`src/rtl/hazard_pkg.sv`:
```
// Shared hazard/forwarding definitions for the 5-stage pipeline.
// State encoding, register constants and select codes.
package hazard_pkg;

  typedef enum logic {
    RUN      = 1'b0,
    MEM_WAIT = 1'b1
  } hz_state_e;

  localparam logic [4:0] REG_X0 = 5'h00;
  localparam int WAIT_W = 16;

  typedef enum logic [1:0] {
    FWD_NONE = 2'b00,
    FWD_WB   = 2'b01,
    FWD_MEM  = 2'b10
  } fwd_sel_e;

  // Load in Execute writes a register that Decode reads.
  function automatic logic lw_hit(
    input logic       mem_rd,
    input logic [4:0] rd,
    input logic [4:0] rs1,
    input logic [4:0] rs2
  );
    return mem_rd & (rd != REG_X0) &
           ((rd == rs1) | (rd == rs2));
  endfunction

endpackage

```
`src/rtl/hazard_wait_timer.sv`:
```
// Memory-wait watchdog: counts wait cycles and
// raises a sticky error when an access times out.
module hazard_wait_timer
  import hazard_pkg::*;
#(
  parameter int MEM_TIMEOUT = 64
) (
  input  logic clk,
  input  logic reset,
  input  logic start,
  input  logic done,
  output logic expired,
  output logic MemErr
);

  localparam logic [WAIT_W-1:0] LIMIT =
    WAIT_W'(MEM_TIMEOUT);

  logic [WAIT_W-1:0] r_cnt;
  logic              r_err;

  assign expired = (r_cnt >= LIMIT);
  assign MemErr  = r_err;

  // Count stalled cycles; clear when the wait ends.
  always_ff @(posedge clk) begin
    if (reset) begin
      r_cnt <= '0;
    end else if (done) begin
      r_cnt <= '0;
    end else if (start && (r_cnt != '1)) begin
      r_cnt <= r_cnt + 1'b1;
    end
  end

  // Latch the error when a wait ends by expiry.
  always_ff @(posedge clk) begin
    if (reset) begin
      r_err <= 1'b0;
    end else if (done && expired) begin
      r_err <= 1'b1;
    end
  end

endmodule

```
`src/rtl/hazard_stall_ctrl.sv`:
```
// Pipeline stall/flush controller (load-use, branch, mem wait).
// Optional perf counters enabled by HAZARD_PERF_EN.
module hazard_stall_ctrl
  import hazard_pkg::*;
#(
  parameter int MEM_TIMEOUT = 64,
  parameter int CNT_W       = 32
) (
  input  logic             clk,
  input  logic             reset,
  input  logic [4:0]       RS1D,
  input  logic [4:0]       RS2D,
  input  logic [4:0]       RDE,
  input  logic             MemReadE,
  input  logic             PCSrcE,
  input  logic             MemReqM,
  input  logic             MemReadyM,
  output logic             StallF,
  output logic             StallD,
  output logic             StallE,
  output logic             StallM,
  output logic             FlushD,
  output logic             FlushE,
  output logic             FlushW,
  output logic             MemErr,
  output logic [CNT_W-1:0] StallCount,
  output logic [CNT_W-1:0] FlushCount
);

  hz_state_e r_state;

  logic w_expired;
  logic w_memwait;
  logic w_br;
  logic w_ld;
  logic w_done;

  // Memory wait dominates; a taken branch squashes
  // the Decode instruction so load-use is moot.
  assign w_memwait = MemReqM & ~MemReadyM & ~w_expired;
  assign w_br      = ~w_memwait & PCSrcE;
  assign w_ld      = ~w_memwait & ~PCSrcE &
                     lw_hit(MemReadE, RDE, RS1D, RS2D);
  assign w_done    = (r_state == MEM_WAIT) & ~w_memwait;

  hazard_wait_timer #(
    .MEM_TIMEOUT (MEM_TIMEOUT)
  ) u_timer (
    .clk     (clk),
    .reset   (reset),
    .start   (w_memwait),
    .done    (w_done),
    .expired (w_expired),
    .MemErr  (MemErr)
  );

  // Track whether a memory access is being waited on.
  always_ff @(posedge clk) begin
    if (reset) begin
      r_state <= RUN;
    end else begin
      unique case (r_state)
        RUN:
          if (w_memwait) r_state <= MEM_WAIT;
        MEM_WAIT:
          if (!w_memwait) r_state <= RUN;
      endcase
    end
  end

  // Mealy stall/flush decode, forced quiet in reset.
  always_comb begin
    StallF = 1'b0;
    StallD = 1'b0;
    StallE = 1'b0;
    StallM = 1'b0;
    FlushD = 1'b0;
    FlushE = 1'b0;
    FlushW = 1'b0;
    if (!reset) begin
      unique case (1'b1)
        w_memwait: begin
          StallF = 1'b1;
          StallD = 1'b1;
          StallE = 1'b1;
          StallM = 1'b1;
          FlushW = 1'b1;
        end
        w_br: begin
          FlushD = 1'b1;
          FlushE = 1'b1;
        end
        w_ld: begin
          StallF = 1'b1;
          StallD = 1'b1;
          FlushE = 1'b1;
        end
        default: ;
      endcase
    end
  end

`ifdef HAZARD_PERF_EN
  logic [CNT_W-1:0] r_stall_cnt;
  logic [CNT_W-1:0] r_flush_cnt;

  // Saturating counts of stall cycles and branch flushes.
  always_ff @(posedge clk) begin
    if (reset) begin
      r_stall_cnt <= '0;
      r_flush_cnt <= '0;
    end else begin
      if (StallF && (r_stall_cnt != '1))
        r_stall_cnt <= r_stall_cnt + 1'b1;
      if (w_br && (r_flush_cnt != '1))
        r_flush_cnt <= r_flush_cnt + 1'b1;
    end
  end

  assign StallCount = r_stall_cnt;
  assign FlushCount = r_flush_cnt;
`else
  assign StallCount = '0;
  assign FlushCount = '0;
`endif

endmodule

```
`config.mk`:
```
export PLATFORM = sky130hd
export DESIGN_NAME = hazard_stall_ctrl
export DESIGN_NICKNAME = d
export VERILOG_FILES = /design/src/rtl/hazard_pkg.sv /design/src/rtl/hazard_wait_timer.sv /design/src/rtl/hazard_stall_ctrl.sv
export SDC_FILE = /design/constraint.sdc
export NUM_CORES = 1
export LEC_CHECK = 0
export CAP_MARGIN = 20
export CELL_PAD_IN_SITES_DETAIL_PLACEMENT = 1
export CELL_PAD_IN_SITES_GLOBAL_PLACEMENT = 2
export CORE_MARGIN = 2
export CORE_UTILIZATION = 20
export CTS_BUF_LIST = sky130_fd_sc_hd__clkbuf_4 sky130_fd_sc_hd__clkbuf_8 sky130_fd_sc_hd__clkbuf_16
export CTS_CLUSTER_DIAMETER = 200
export CTS_CLUSTER_SIZE = 20
export DETAILED_ROUTE_END_ITERATION = 16
export PLACE_DENSITY_LB_ADDON = 0.12
export RECOVER_POWER = 50
export SLEW_MARGIN = 10
export SYNTH_ARGS = -nofsm -noshare
export SYNTH_HDL_FRONTEND = slang
export SYNTH_SLANG_ARGS = --single-unit
```
`constraint.sdc`:
```
create_clock -name clk -period 3.3 [get_ports clk]
set_input_delay 0.495 -clock clk [delete_from_list [all_inputs] [get_ports clk]]
set_output_delay 0.495 -clock clk [all_outputs]
set_load 0.03 [all_outputs]
```
==> flow_summary_export.csv <==
group,metric,value,unit
synth,synth_flop_cell,"dfxtp_1",
route,drc_errors,0,
layout,fillers,830,
sta,whs,466,ps
clock_network,clk_pin_slew,70,ps
floorplanning,core,6790,um^2
route,drt_pass1_iterations,4,
synth,yosysWarnings,0,
sta,setup_viol,0,
synth,synth_top_family_by_area,"buffers and inverters",
route,vias,932,
synth,synthMuxAreaShare,0.716,%
synth,async_reset_ff_share,0,%
worst_setup_path,end_kind,"output port",
floorplanning,chipWidth,87.6,um
layout,layout_commonest_cell,"conb_1",
pwr,power_density,369,nW/um^2
job,maxCapViolations,0,
floorplanning,fp.dieH,87.6,um
sta,min_period,3160,ps
clock_network,clk_path_buf_depth,2,
global_routing,grt.total_usage,6.51,%
worst_setup_path,path_class,"reg -> out",
synth,avgSynthCellArea,8.85,um^2
layout,drive_gt1_share,3.74,%
global_routing,antenna_found_initial,0,
synth,synth_cell_types,32,
clock_network,cts_sinks,18,
worst_setup_path,cp_max_fo,5,
synth,synthAdderAreaFrac,1.79,%
route,vias_per_cell,3.29,
route,drt_iter0_markers,12,
floorplanning,io_pins,93,
clock_network,cts_made_buffers,3,
placed_design,gp_congestion,0.756,
floorplanning,rows,30,
worst_setup_path,required,2800,ps
route,routed_wl,2.71,mm
synth,ys_seq_area_share,25.8,%
synth,synth_area_leaders,"buf_4 (36%), dfxtp_1 (26%), xor2_1 (6.3%), and2_1 (4.0%), nor4_4 (3.0%)",
worst_hold_path,hp-class,"reg -> reg",
worst_setup_path,start_kind,"register",
placed_design,dpl.hpwl,2.30,mm
synth,synth_edf_count,0,
sta,max_clock_freq,316,MHz
sta,hold_viol_final,0,
pwr,p_leak,0.691,nW
sta,fin_crit_sh,95.8,%
synth,yosys.area_share.xor_xnor,7.52,%
synth,synth_area,1400,um^2
clock_network,cts_setup_buffers,0,
synth,synth-simple-area-share,19.3,%
clock_network,cts.repair.resized,0,
clock_network,htreeDepth,1,
pwr,power,0.000572,W
global_routing,grt_max_degree,11,
placed_design,portBuffers,28,
sta,rsz0062_at_grt,"no",
global_routing,grt_pass1_vias,832,
synth,ys_seq_elements,18,
run_status,status,"completed",
sta,relSlewSlack,38.2,%
sta,skew,3.73,ps
floorplanning,start_util,20.6,%
clock_network,cts_tree,"yes",
synth,synth_cells,158,
pwr,peakVddDrop,0.139,mV
worst_setup_path,arrival,2670,ps
global_routing,grt_pass1_wl,3.86,mm
sta,tightestPinTransition,919,ps
layout,num_antenna_cells,0,
layout,areaGrowthSynthToFinish,11.1,%
synth,synth_top_area_cell,"buf_4",
layout,final_cell_mix,"conb_1 (64), clkdlybuf4s50_1 (27), dfxtp_1 (18), xor2_1 (10), nor2_1 (9)",
clock_network,clock_latency,250,ps
synth,synth_top_area_share,36.0,%
route,wire_per_inst,9.58,um
sta,tns,0,ps
sta,slew_violations,0,
global_routing,gr-total-overflow,0,
route,ant_nets,0,
synth,synth-compound-area-share,7.25,%
clock_network,ctsHoldBuffers,0,
clock_network,ctsRootBufferMaster,"clkbuf_8",
floorplanning,fp.dieArea,7670,um^2
layout,nNetsFinal,211,
## report_power, final
part	internal, W	switching [W]
Sequential	0.000219	0.00000213
Combinational	0.0000411	0.000130
Clock	0.000106	0.0000737
## cells by family after synthesis
group,Yosys count
other,1
buffers and inverters,70
multiplexers,1
AO/OA/AOI/OAI,14
flip-flops,18
AND/OR/NAND/NOR,40
XOR/XNOR,12
adder cells (fa/ha/maj),2
## state kept, by name, summed over array words and instances, names as in the netlist
name,count
u_timer.r_cnt,16
r_state,1
u_timer.MemErr,1
## final timing paths
kind	startpoint	end	slack, ps	depth (start not counted)
max	u_timer.r_cnt[10]	FlushE	140	5
min	u_timer.r_cnt[15]	u_timer.r_cnt[15]	470	1
max reg2reg	u_timer.r_cnt[10]	u_timer.r_cnt[13]	860	5
min reg2reg	u_timer.r_cnt[15]	u_timer.r_cnt[15]	470	1
## critical path: stages (launching register included)
cell	delay [ps]
dfxtp_1	310
nor4_1	790
nand4_2	290
and3b_1	280
o21bai_1	150
clkdlybuf4s50_1	600
## metal layers
| layer | wire length, um | vias up | part of all wire (%) | track usage, % |
|---|---|---|---|---|
| met5 | 0 | - | 0 | 0 |
| met4 | 51 | 0 | 1.9 | 3.64 |
| li1 | - | 446 | - | - |
| met3 | 195 | 4 | 7.2 | 1.41 |
| met1 | 1050 | 434 | 39 | 7.16 |
| met2 | 1410 | 48 | 52 | 11.6 |
## cell usage after synthesis, types with 2 or more instances
cell     instances
buf_4           67
dfxtp_1         18
xor2_1          10
and2_1           9
nor2_1           9
a21oi_1          4
nand3_1          4
o21ai_0          4
or3_1            3
and3b_1          2
ha_1             2
inv_1            2
nor2b_1          2
nor3_1           2
nor4_4           2
xnor2_1          2
## area by class of cell
type | count | area [um^2] | area share [%]
Multi-Input combinational cell | 133 | 718 | 46.3
Sequential cell | 18 | 360 | 23.2
Tap cell | 96 | 120 | 7.74
Clock buffer | 4 | 55.1 | 3.55
Inverter | 2 | 7.51 | 0.483
Timing Repair Buffer | 30 | 292 | 18.8
## through the flow
step / utilization, % / worst slack (ps) / cells / area (um^2)
after floorplan: - / 689 / 221 / 1630
after global placement: 22.6 / 255 / 279 / 1540
after detailed placement: 22.6 / 181 / 279 / 1540
after CTS: 23.4 / 179 / 283 / 1590
after global routing: 22.9 / 24.0 / 283 / 1550
final: 22.9 / 137 / 283 / 1550
(Power assumes the default switching activity.)
